===== src/rtl/sram_bitstream_reader_pkg.sv =====
// Shared constants for the SRAM bitstream reader: default address width and
// FSM state encoding.
package sram_bitstream_reader_pkg;

  localparam int unsigned ADDR_WIDTH_DEF = 8;
  localparam int unsigned STATE_W        = 2;

  localparam logic [STATE_W-1:0] ST_IDLE    = 2'd0;
  localparam logic [STATE_W-1:0] ST_FETCH   = 2'd1;
  localparam logic [STATE_W-1:0] ST_PRESENT = 2'd2;
  localparam logic [STATE_W-1:0] ST_DONE    = 2'd3;

endpackage


===== src/rtl/sram_bitstream_reader_if.sv =====
// Request, SRAM read-port and bit-stream handshake signals of the reader.
// The slave side is the reader itself; master is the requester/consumer/SRAM.
interface sram_bitstream_reader_if
  import sram_bitstream_reader_pkg::*;
#(
  parameter int unsigned ADDR_WIDTH = ADDR_WIDTH_DEF
);

  logic                  start;
  logic [ADDR_WIDTH-1:0] start_addr;
  logic [ADDR_WIDTH:0]   length;
  logic                  abort;
  logic [ADDR_WIDTH-1:0] rd_addr;
  logic                  rd_data;
  logic                  bit_out;
  logic                  bit_valid;
  logic                  bit_ready;
  logic                  bit_last;
  logic                  busy;
  logic                  done;

  modport master (
    output start, start_addr, length, abort, rd_data, bit_ready,
    input  rd_addr, bit_out, bit_valid, bit_last, busy, done
  );

  modport slave (
    input  start, start_addr, length, abort, rd_data, bit_ready,
    output rd_addr, bit_out, bit_valid, bit_last, busy, done
  );

endinterface


===== src/rtl/sram_bitstream_reader.sv =====
// Streams a run of bits out of a single-bit SRAM read port, one bit per cycle
// under a valid/ready handshake, with address wrap, length clamp and abort.
module sram_bitstream_reader
  import sram_bitstream_reader_pkg::*;
#(
  parameter int unsigned ADDR_WIDTH = ADDR_WIDTH_DEF
) (
  input logic                   clk,
  input logic                   reset,
  sram_bitstream_reader_if.slave bus
);

  localparam int unsigned CNT_W = ADDR_WIDTH + 1;
  localparam logic [CNT_W-1:0] MAX_LEN = {1'b1, {ADDR_WIDTH{1'b0}}};

  logic [STATE_W-1:0]    state_q, state_d;
  logic [ADDR_WIDTH-1:0] ptr_q, ptr_d;
  logic [CNT_W-1:0]      remaining_q, remaining_d;
  logic                  bit_out_q, bit_out_d;
  logic                  bit_valid_q, bit_valid_d;
  logic                  bit_last_q, bit_last_d;
  logic                  busy_q, busy_d;
  logic                  done_q, done_d;
  logic                  capture;
  logic                  abort_hit;

  // Next-state and next-output logic.
  always_comb begin
    state_d     = state_q;
    ptr_d       = ptr_q;
    remaining_d = remaining_q;
    bit_out_d   = bit_out_q;
    bit_valid_d = bit_valid_q;
    bit_last_d  = bit_last_q;
    busy_d      = busy_q;
    done_d      = 1'b0;
    capture     = 1'b0;
    abort_hit   = bus.abort && (state_q != ST_IDLE);

    case (state_q)
      ST_IDLE: begin
        if (bus.start) begin
          ptr_d       = bus.start_addr;
          remaining_d = (bus.length > MAX_LEN) ? MAX_LEN : bus.length;
          busy_d      = 1'b1;
          if (bus.length == '0) begin
            state_d = ST_DONE;
            done_d  = 1'b1;
          end else begin
            state_d = ST_FETCH;
          end
        end
      end
      ST_FETCH: capture = 1'b1;
      ST_PRESENT: begin
        if (bus.bit_ready) begin
          if (remaining_q != '0) begin
            capture = 1'b1;
          end else begin
            state_d     = ST_DONE;
            bit_valid_d = 1'b0;
            bit_last_d  = 1'b0;
            done_d      = 1'b1;
          end
        end
      end
      ST_DONE: begin
        state_d = ST_IDLE;
        busy_d  = 1'b0;
      end
      default: begin
        state_d     = ST_IDLE;
        bit_valid_d = 1'b0;
        bit_last_d  = 1'b0;
        busy_d      = 1'b0;
      end
    endcase

    // Load the bit at ptr; remaining==1 here means this is the final bit.
    if (capture && !abort_hit) begin
      bit_out_d   = bus.rd_data;
      ptr_d       = ptr_q + ADDR_WIDTH'(1);
      remaining_d = remaining_q - CNT_W'(1);
      bit_valid_d = 1'b1;
      bit_last_d  = (remaining_q == CNT_W'(1));
      state_d     = ST_PRESENT;
    end

    // Abort outranks any handshake and suppresses the done pulse.
    if (abort_hit) begin
      state_d     = ST_IDLE;
      bit_valid_d = 1'b0;
      bit_last_d  = 1'b0;
      busy_d      = 1'b0;
      done_d      = 1'b0;
    end
  end

  // State and output registers.
  always_ff @(posedge clk) begin
    if (reset) begin
      state_q     <= ST_IDLE;
      ptr_q       <= '0;
      remaining_q <= '0;
      bit_out_q   <= 1'b0;
      bit_valid_q <= 1'b0;
      bit_last_q  <= 1'b0;
      busy_q      <= 1'b0;
      done_q      <= 1'b0;
    end else begin
      state_q     <= state_d;
      ptr_q       <= ptr_d;
      remaining_q <= remaining_d;
      bit_out_q   <= bit_out_d;
      bit_valid_q <= bit_valid_d;
      bit_last_q  <= bit_last_d;
      busy_q      <= busy_d;
      done_q      <= done_d;
    end
  end

  assign bus.rd_addr   = ptr_q;
  assign bus.bit_out   = bit_out_q;
  assign bus.bit_valid = bit_valid_q;
  assign bus.bit_last  = bit_last_q;
  assign bus.busy      = busy_q;
  assign bus.done      = done_q;

endmodule

===== src/flat_wrapper.sv =====
// flat-port wrapper written by rule: the top's interface ports become plain ports
module sram_bitstream_reader_flat import sram_bitstream_reader_pkg::*;
#(
  parameter int unsigned ADDR_WIDTH = ADDR_WIDTH_DEF
)
  (clk, reset, bus_start, bus_start_addr, bus_length, bus_abort, bus_rd_data, bus_bit_ready, bus_rd_addr, bus_bit_out, bus_bit_valid, bus_bit_last, bus_busy, bus_done);
  sram_bitstream_reader_if #(.ADDR_WIDTH(ADDR_WIDTH)) bus_i ();
  input logic clk;
  input logic reset;
  input wire logic [$bits(bus_i.start)-1:0] bus_start;
  input wire logic [$bits(bus_i.start_addr)-1:0] bus_start_addr;
  input wire logic [$bits(bus_i.length)-1:0] bus_length;
  input wire logic [$bits(bus_i.abort)-1:0] bus_abort;
  input wire logic [$bits(bus_i.rd_data)-1:0] bus_rd_data;
  input wire logic [$bits(bus_i.bit_ready)-1:0] bus_bit_ready;
  output wire logic [$bits(bus_i.rd_addr)-1:0] bus_rd_addr;
  output wire logic [$bits(bus_i.bit_out)-1:0] bus_bit_out;
  output wire logic [$bits(bus_i.bit_valid)-1:0] bus_bit_valid;
  output wire logic [$bits(bus_i.bit_last)-1:0] bus_bit_last;
  output wire logic [$bits(bus_i.busy)-1:0] bus_busy;
  output wire logic [$bits(bus_i.done)-1:0] bus_done;
  assign bus_i.start = bus_start;
  assign bus_i.start_addr = bus_start_addr;
  assign bus_i.length = bus_length;
  assign bus_i.abort = bus_abort;
  assign bus_i.rd_data = bus_rd_data;
  assign bus_i.bit_ready = bus_bit_ready;
  assign bus_rd_addr = bus_i.rd_addr;
  assign bus_bit_out = bus_i.bit_out;
  assign bus_bit_valid = bus_i.bit_valid;
  assign bus_bit_last = bus_i.bit_last;
  assign bus_busy = bus_i.busy;
  assign bus_done = bus_i.done;
  sram_bitstream_reader #(.ADDR_WIDTH(ADDR_WIDTH)) u_core (.clk(clk), .reset(reset), .bus(bus_i));
endmodule

===== config.mk =====
export PLATFORM = sky130hd
export DESIGN_NAME = sram_bitstream_reader_flat
export DESIGN_NICKNAME = d
export VERILOG_FILES = /design/src/rtl/sram_bitstream_reader_pkg.sv /design/src/rtl/sram_bitstream_reader_if.sv /design/src/rtl/sram_bitstream_reader.sv /design/src/flat_wrapper.sv
export SDC_FILE = /design/constraint.sdc
export NUM_CORES = 1
export LEC_CHECK = 0
export ABC_CLOCK_PERIOD_IN_PS = 2300
export BUFFER_PORTS_ARGS = -buffer_cell sky130_fd_sc_hd__buf_2
export CORE_MARGIN = 1.5
export CORE_UTILIZATION = 35
export CTS_CLUSTER_DIAMETER = 150
export DETAILED_ROUTE_END_ITERATION = 8
export REMOVE_ABC_BUFFERS = 1
export SETUP_SLACK_MARGIN = 0.2
export SYNTH_ARGS = -nofsm -noshare
export SYNTH_HDL_FRONTEND = slang
export SYNTH_SLANG_ARGS = --single-unit

===== constraint.sdc =====
create_clock -name clk -period 2.3 [get_ports clk]
set_input_delay 0.23 -clock clk [delete_from_list [all_inputs] [get_ports clk]]
set_output_delay 0.23 -clock clk [all_outputs]
set_load 0.05 [all_outputs]

==> flow_summary.yaml, run 1 <==
clocking:
  ctsHoldBuffers: 0
  cts_root_buf: "clkbuf_8"
  worstSkewPairLatency_ns: 0.28
  cts_tree: "done"
  cts.sinks: 24
  cts.clk_slew.worst_paths_ns: 0.10
  clockBufferDepth: 2
  cts_htree_levels: 1
  cts_buffers: 3
floorplan:
  start_util_pct: 36.32
  pin_count: 36
  dieArea_um2: 4931
  rows: 24
  chipHeight_um: 70.22
  coreArea_um2: 4354
  die_x_um: 70.22
synth:
  post-synth-top-count-cell: "dfxtp_1"
  async_reset_ff_share_pct: 0
  synth_top_family_by_area: "simple AND/OR/NAND/NOR gates"
  synth-edff-count: 0
  muxShareOfSynthArea_pct: 1.978
  synthAdderAreaFrac_pct: 7.120
  syn_inst: 193
  yosysUniqueCellTypes: 52
  ys.flop_type: "dfxtp_1"
  yosys_warnings: 0
  synth-simple-area-share_pct: 29.27
  avgSynthCellArea_um2: 8.194
  synth_xor_area_share_pct: 0
  synth.largest_area_cell: "dfxtp_1"
  ys_seq_elements: 24
  yosysSeqAreaShare_pct: 30.38
  synth_top_cell_area_share_pct: 30.38
  synth.area.top_cells: "dfxtp_1 (30%), ha_1 (7.1%), nand3_1 (6.3%), a31oi_1 (4.4%), nand2_1 (3.8%)"
  syn_area_um2: 1582
  synth_compound_area_share_pct: 26.90
  synth_top_cells_by_count: "dfxtp_1 (24), nand3_1 (20), nand2_1 (16)"
detailed_routing:
  wl_um: 4599
  drtAntennaViolNets: 0
  post-route-drc-count: 0
  via_per_inst: 5.718
  drt_iter0_markers: 94
  wire_per_inst_um: 15.43
  num_vias: 1704
  dr.pass1.iters: 4
timing:
  finalSetupViolations: 0
  slew_violations: 0
  fin_crit_sh_pct: 94.76
  rsz0062_at_grt: "yes"
  setup_ws_ns: 0.1206
  min_period_ns: 2.179
  slew_headroom_pct: 65.83
  worstMarginPinSlew_ns: 0.5078
  hold_violations: 0
  final.setup.tns_ns: 0
  worst_clock_skew_ns: 0.009737
  max_freq_ghz: 0.4588
pwr:
  power_density_nw_per_um2: 1182
  p_comb_share_pct: 58.2
  swShare_pct: 45.78
  p_int_w: 0.001340
  peakVddDrop_v: 0.0008043
  p_leak_nw: 0.8781
  switchingPower_w: 0.001132
  clockPowerShare_pct: 15.5
  pwr-share-seq_pct: 26.2
setup_path:
  crit_path_max_fanout: 6
  reg2reg_depth: 5
  cp.arrival_ns: 2.38
  setup.worst_path.start_class: "flop"
  worst_ep_required_time_ns: 2.50
  end_kind: "flop"
  path_class: "flop to flop"
final_layout:
  area_delta_synth_final_pct: 32.20
  num-fill-cells: 425
  final_cells: 298
  nets: 279
  multi_input_area_um2: 1087
  antenna_cells: 0
  ff_latch_area_um2: 488.0
  fin_util_pct: 48.02
  drive_gt1_share_pct: 34.55
placement:
  gp_congestion: 0.8305
  placed_cells_incl_taps: 286
  portBuffers: 35
  place_ws_ns: 0.1109
  post-dp-hpwl_um: 3408
job:
  maxCapViolCount: 0
global_routing:
  grt_max_degree: 23
  grtUsageTotal_pct: 19.83
  grt_pass1_vias: 1637
  grt_overflow_total: 0
  antenna_found_initial: 0
  grt_pass1_wl_um: 7900
run_status:
  status: "complete, no violations"
hold_path:
  hp-class: "input port to flop"
  hold-path-cell-count: 2
[logic make-up (layout without fill, tap and decap cells)]
logic type / count (synthesis) / after routing
AOI/OAI and AO/OA: 58 / 58
adders and majority gates: 9 / 9
buffers and inverters: 15 / 68
DFF: 24 / 24
muxes: 3 / 3
and+or+nand+nor: 84 / 84
[worst paths after layout]
path / endpoint / slack (ns) / start
setup reg to reg: u_core.state_q[1] / 0.12 / u_core.remaining_q[4]
setup / recovery: u_core.state_q[1] / 0.12 / u_core.remaining_q[4]
hold reg to reg: u_core.bus.bit_out / 0.45 / u_core.bus.bit_out
hold / removal: u_core.bus.rd_addr[4] / 0.17 / bus_start_addr[4]
[final cells by class]
class | instances | share of cell area, %
Multi-Input combinational cell | 154 | 52.00
Sequential cell | 24 | 23.34
Clock inverter | 1 | 1.436
Tap cell | 52 | 3.112
Clock buffer | 3 | 1.975
Inverter | 7 | 1.257
Timing Repair Buffer | 57 | 16.88
[flip-flops by register name, summed over array words and instances, names as in the netlist]
name,cells
u_core.bus.bit_valid,1
u_core.bus.done,1
u_core.bus.bit_last,1
u_core.bus.bit_out,1
u_core.state_q,2
u_core.bus.busy,1
u_core.bus.rd_addr,8
u_core.remaining_q,9
[power groups by stage]
stage / Combinational [W] / Clock (W) / Sequential (W)
after global routing: 0.00157 / 0.000417 / 0.000667
after CTS: 0.00139 / 0.000396 / 0.000639
after detailed placement: 0.00131 / 0 / 0.000650
final: 0.00144 / 0.000384 / 0.000649
after floorplan: 0.000716 / 0 / 0.000819
after global placement: 0.00131 / 0 / 0.000649
[timing repair]
action | in CTS | in global routing
gates resized for setup | 9 | 7
endpoints found under the setup margin | 6 | 18
pin swaps | 6 | 5
setup buffers | 6 | 2
[placed cells by master (no fill, tap or decap), types with 5 or more instances in the layout]
master	count
a21oi_1	10
buf_2	35
buf_4	21
o21ai_0	8
nor3_1	7
a211oi_1	5
inv_1	5
nand3_1	20
a31oi_1	11
dfxtp_1	20
nand2_1	16
nor2_1	10
ha_1	8
[metrics by stage]
| stage | hold slack, ns | power (W) | area, µm² |
|---|---|---|---|
| floorplan | 0.2991 | 0.001535 | 1539 |
| global placement | 0.4449 | 0.001958 | 1897 |
| detailed placement | 0.4451 | 0.001962 | 1897 |
| CTS | 0.1633 | 0.002424 | 2048 |
| global route | 0.1616 | 0.002649 | 2091 |
| finish | 0.1667 | 0.002472 | 2091 |
[critical path, cell delays in order, from the launching register on]
cell,delay (ns)
dfxtp_4,0.37
or4_4,0.57
o41ai_4,0.35
o311ai_2,0.20
or4_1,0.42
a31oi_1,0.19
[layer usage]
layer | vias up | routed length (µm) | global-route usage [%]
met4 | 0 | 57 | 5.128
met5 | - | 0 | 0
li1 | 850 | - | -
met3 | 7 | 303 | 3.896
met2 | 56 | 2210 | 31.76
met1 | 791 | 2029 | 27.22
(Power assumes the default switching activity.)
==> run 2: changes to the inputs <==
RECOVER_POWER = 25   (was not set)
==> flow_summary.yaml, run 2 (synthesis results as in run 1) <==
run_status:
  status: "complete, no violations"
clocking:
  clockBufferDepth: 2
  cts_tree: "done"
  cts_htree_levels: 1
  cts.clk_slew.worst_paths_ns: 0.10
  cts.sinks: 24
  worstSkewPairLatency_ns: 0.28
  cts_buffers: 3
  cts_root_buf: "clkbuf_8"
timing:
  worst_clock_skew_ns: 0.01214
  finalSetupViolations: 0
  min_period_ns: 2.183
  final.setup.tns_ns: 0
  whs_ns: 0.1644
  worstMarginPinSlew_ns: 0.5957
  hold_violations: 0
  slew_headroom_pct: 60.46
  rsz0062_at_grt: "yes"
  fin_crit_sh_pct: 94.93
  max_freq_ghz: 0.4580
  slew_violations: 0
detailed_routing:
  via_per_inst: 5.735
  post-route-drc-count: 0
  num_vias: 1709
  dr.pass1.iters: 4
  drtAntennaViolNets: 0
  wl_um: 4628
  drt_iter0_markers: 104
  wire_per_inst_um: 15.53
setup_path:
  worst_ep_required_time_ns: 2.50
  reg2reg_depth: 5
  critical_path.top_delay_family: "simple AND/OR/NAND/NOR gates"
  worst-path-buf-inv: 0
  crit_chain: "or4_4, o41ai_4, o311ai_2, or4_1, a31oi_1"
  rrSetupSlack_ns: 0.12
  crit_path_max_fanout: 6
  crit_start: "u_core.remaining_q[4]"
  slowest_delay_ns: 0.57
  cp.arrival_ns: 2.38
  setup.worst_path.start_class: "flop"
  end_kind: "flop"
  r2r_start: "u_core.remaining_q[4]"
  path_class: "flop to flop"
  r2r_end: "u_core.state_q[1]"
  crit_slowest_cell: "or4_4"
pwr:
  p_leak_nw: 0.8412
  p_comb_share_pct: 58.0
  peakVddDrop_v: 0.0008054
  power_w: 0.002467
  switchingPower_w: 0.001137
  power_density_nw_per_um2: 1186
  swShare_pct: 46.07
  clockPowerShare_pct: 15.7
  p_int_w: 0.001330
  pwr-share-seq_pct: 26.3
hold_path:
  whs_endpoint: "u_core.bus.rd_addr[4]"
  hold-path-cell-count: 2
  hp-class: "input port to flop"
  hp-start: "bus_start_addr[4]"
floorplan:
  rows: 24
  dieArea_um2: 4931
  start_util_pct: 36.32
  chipHeight_um: 70.22
  die_x_um: 70.22
  coreArea_um2: 4354
  pin_count: 36
final_layout:
  area_delta_synth_final_pct: 31.49
  nets: 279
  layout_common_cells: "buf_2 (26), buf_4 (21), nand3_1 (20), dfxtp_1 (20), nand2_1 (16)"
  largest_reg_flops: 9
  final_area_um2: 2079
  largest-register: "u_core.remaining_q"
  antenna_cells: 0
  final_cells: 298
  layout_commonest_cell: "buf_2"
  drive_gt1_share_pct: 30.89
placement:
  placed_cells_incl_taps: 286
  post-dp-hpwl_um: 3408
  portBuffers: 35
  post_dp_cell_area_um2: 1897
  gp_congestion: 0.8305
global_routing:
  grt_max_degree: 23
  grt_pass1_vias: 1637
  antenna_found_initial: 0
  grt_overflow_total: 0
  grt_pass1_wl_um: 7900
  grtUsageTotal_pct: 19.83
job:
  maxCapViolCount: 0
-- run 2: cell count changes in the layout (fill, tap and decap cells not counted) --
cell      before  now
clkbuf_1       0    9
buf_2         35   26
-- run 2: power by group through the flow --
stage,Combinational (W),Clock (W),Sequential (W)
after floorplan,0.000716,0,0.000819
after global placement,0.00131,0,0.000649
after detailed placement,0.00131,0,0.000650
after CTS,0.00139,0.000396,0.000639
after global routing,0.00156,0.000417,0.000669
final,0.00143,0.000386,0.000649
-- run 2: worst max-delay path by stage --
stage	end	slack, ns	cells after the start
global placement	u_core.bus.rd_addr[3]	0.14	7
detailed placement	u_core.bus.rd_addr[3]	0.11	7
global route	u_core.state_q[1]	0.05	5
CTS	u_core.state_q[1]	0.15	7
finish	u_core.state_q[1]	0.12	5
floorplan	u_core.bus.rd_addr[0]	-0.04	7
-- run 2: layout make-up --
cell class                      instances  area (µm²)
Multi-Input combinational cell        154        1087
Timing Repair Buffer                   57       341.6
Tap cell                               52       65.06
Clock buffer                            3       41.29
Fill cell                             425        2275
Inverter                                7       26.28
Clock inverter                          1       30.03
Sequential cell                        24       488.0
-- run 2: per-stage QoR --
step | worst slack, ns | util, %
finish | 0.1166 | 47.76
CTS | 0.1541 | 47.04
global route | 0.04771 | 47.76
floorplan | -0.03535 | -
global placement | 0.1426 | 43.56
detailed placement | 0.1109 | 43.56
-- run 2: layer usage --
metal	wire length (µm)	vias to the layer above	GRT usage [%]
met5	0	-	0
met4	57	0	5.128
met3	308	7	3.896
met2	2195	58	31.76
met1	2067	795	27.22
li1	-	849	-
-- run 2: timing repair --
action                                  4_1_cts  5_1_grt
endpoints found under the setup margin        6       18
hold buffers                                  0        0
resized for setup                             9        7
pin swaps                                     6        5
setup buffers                                 6        2
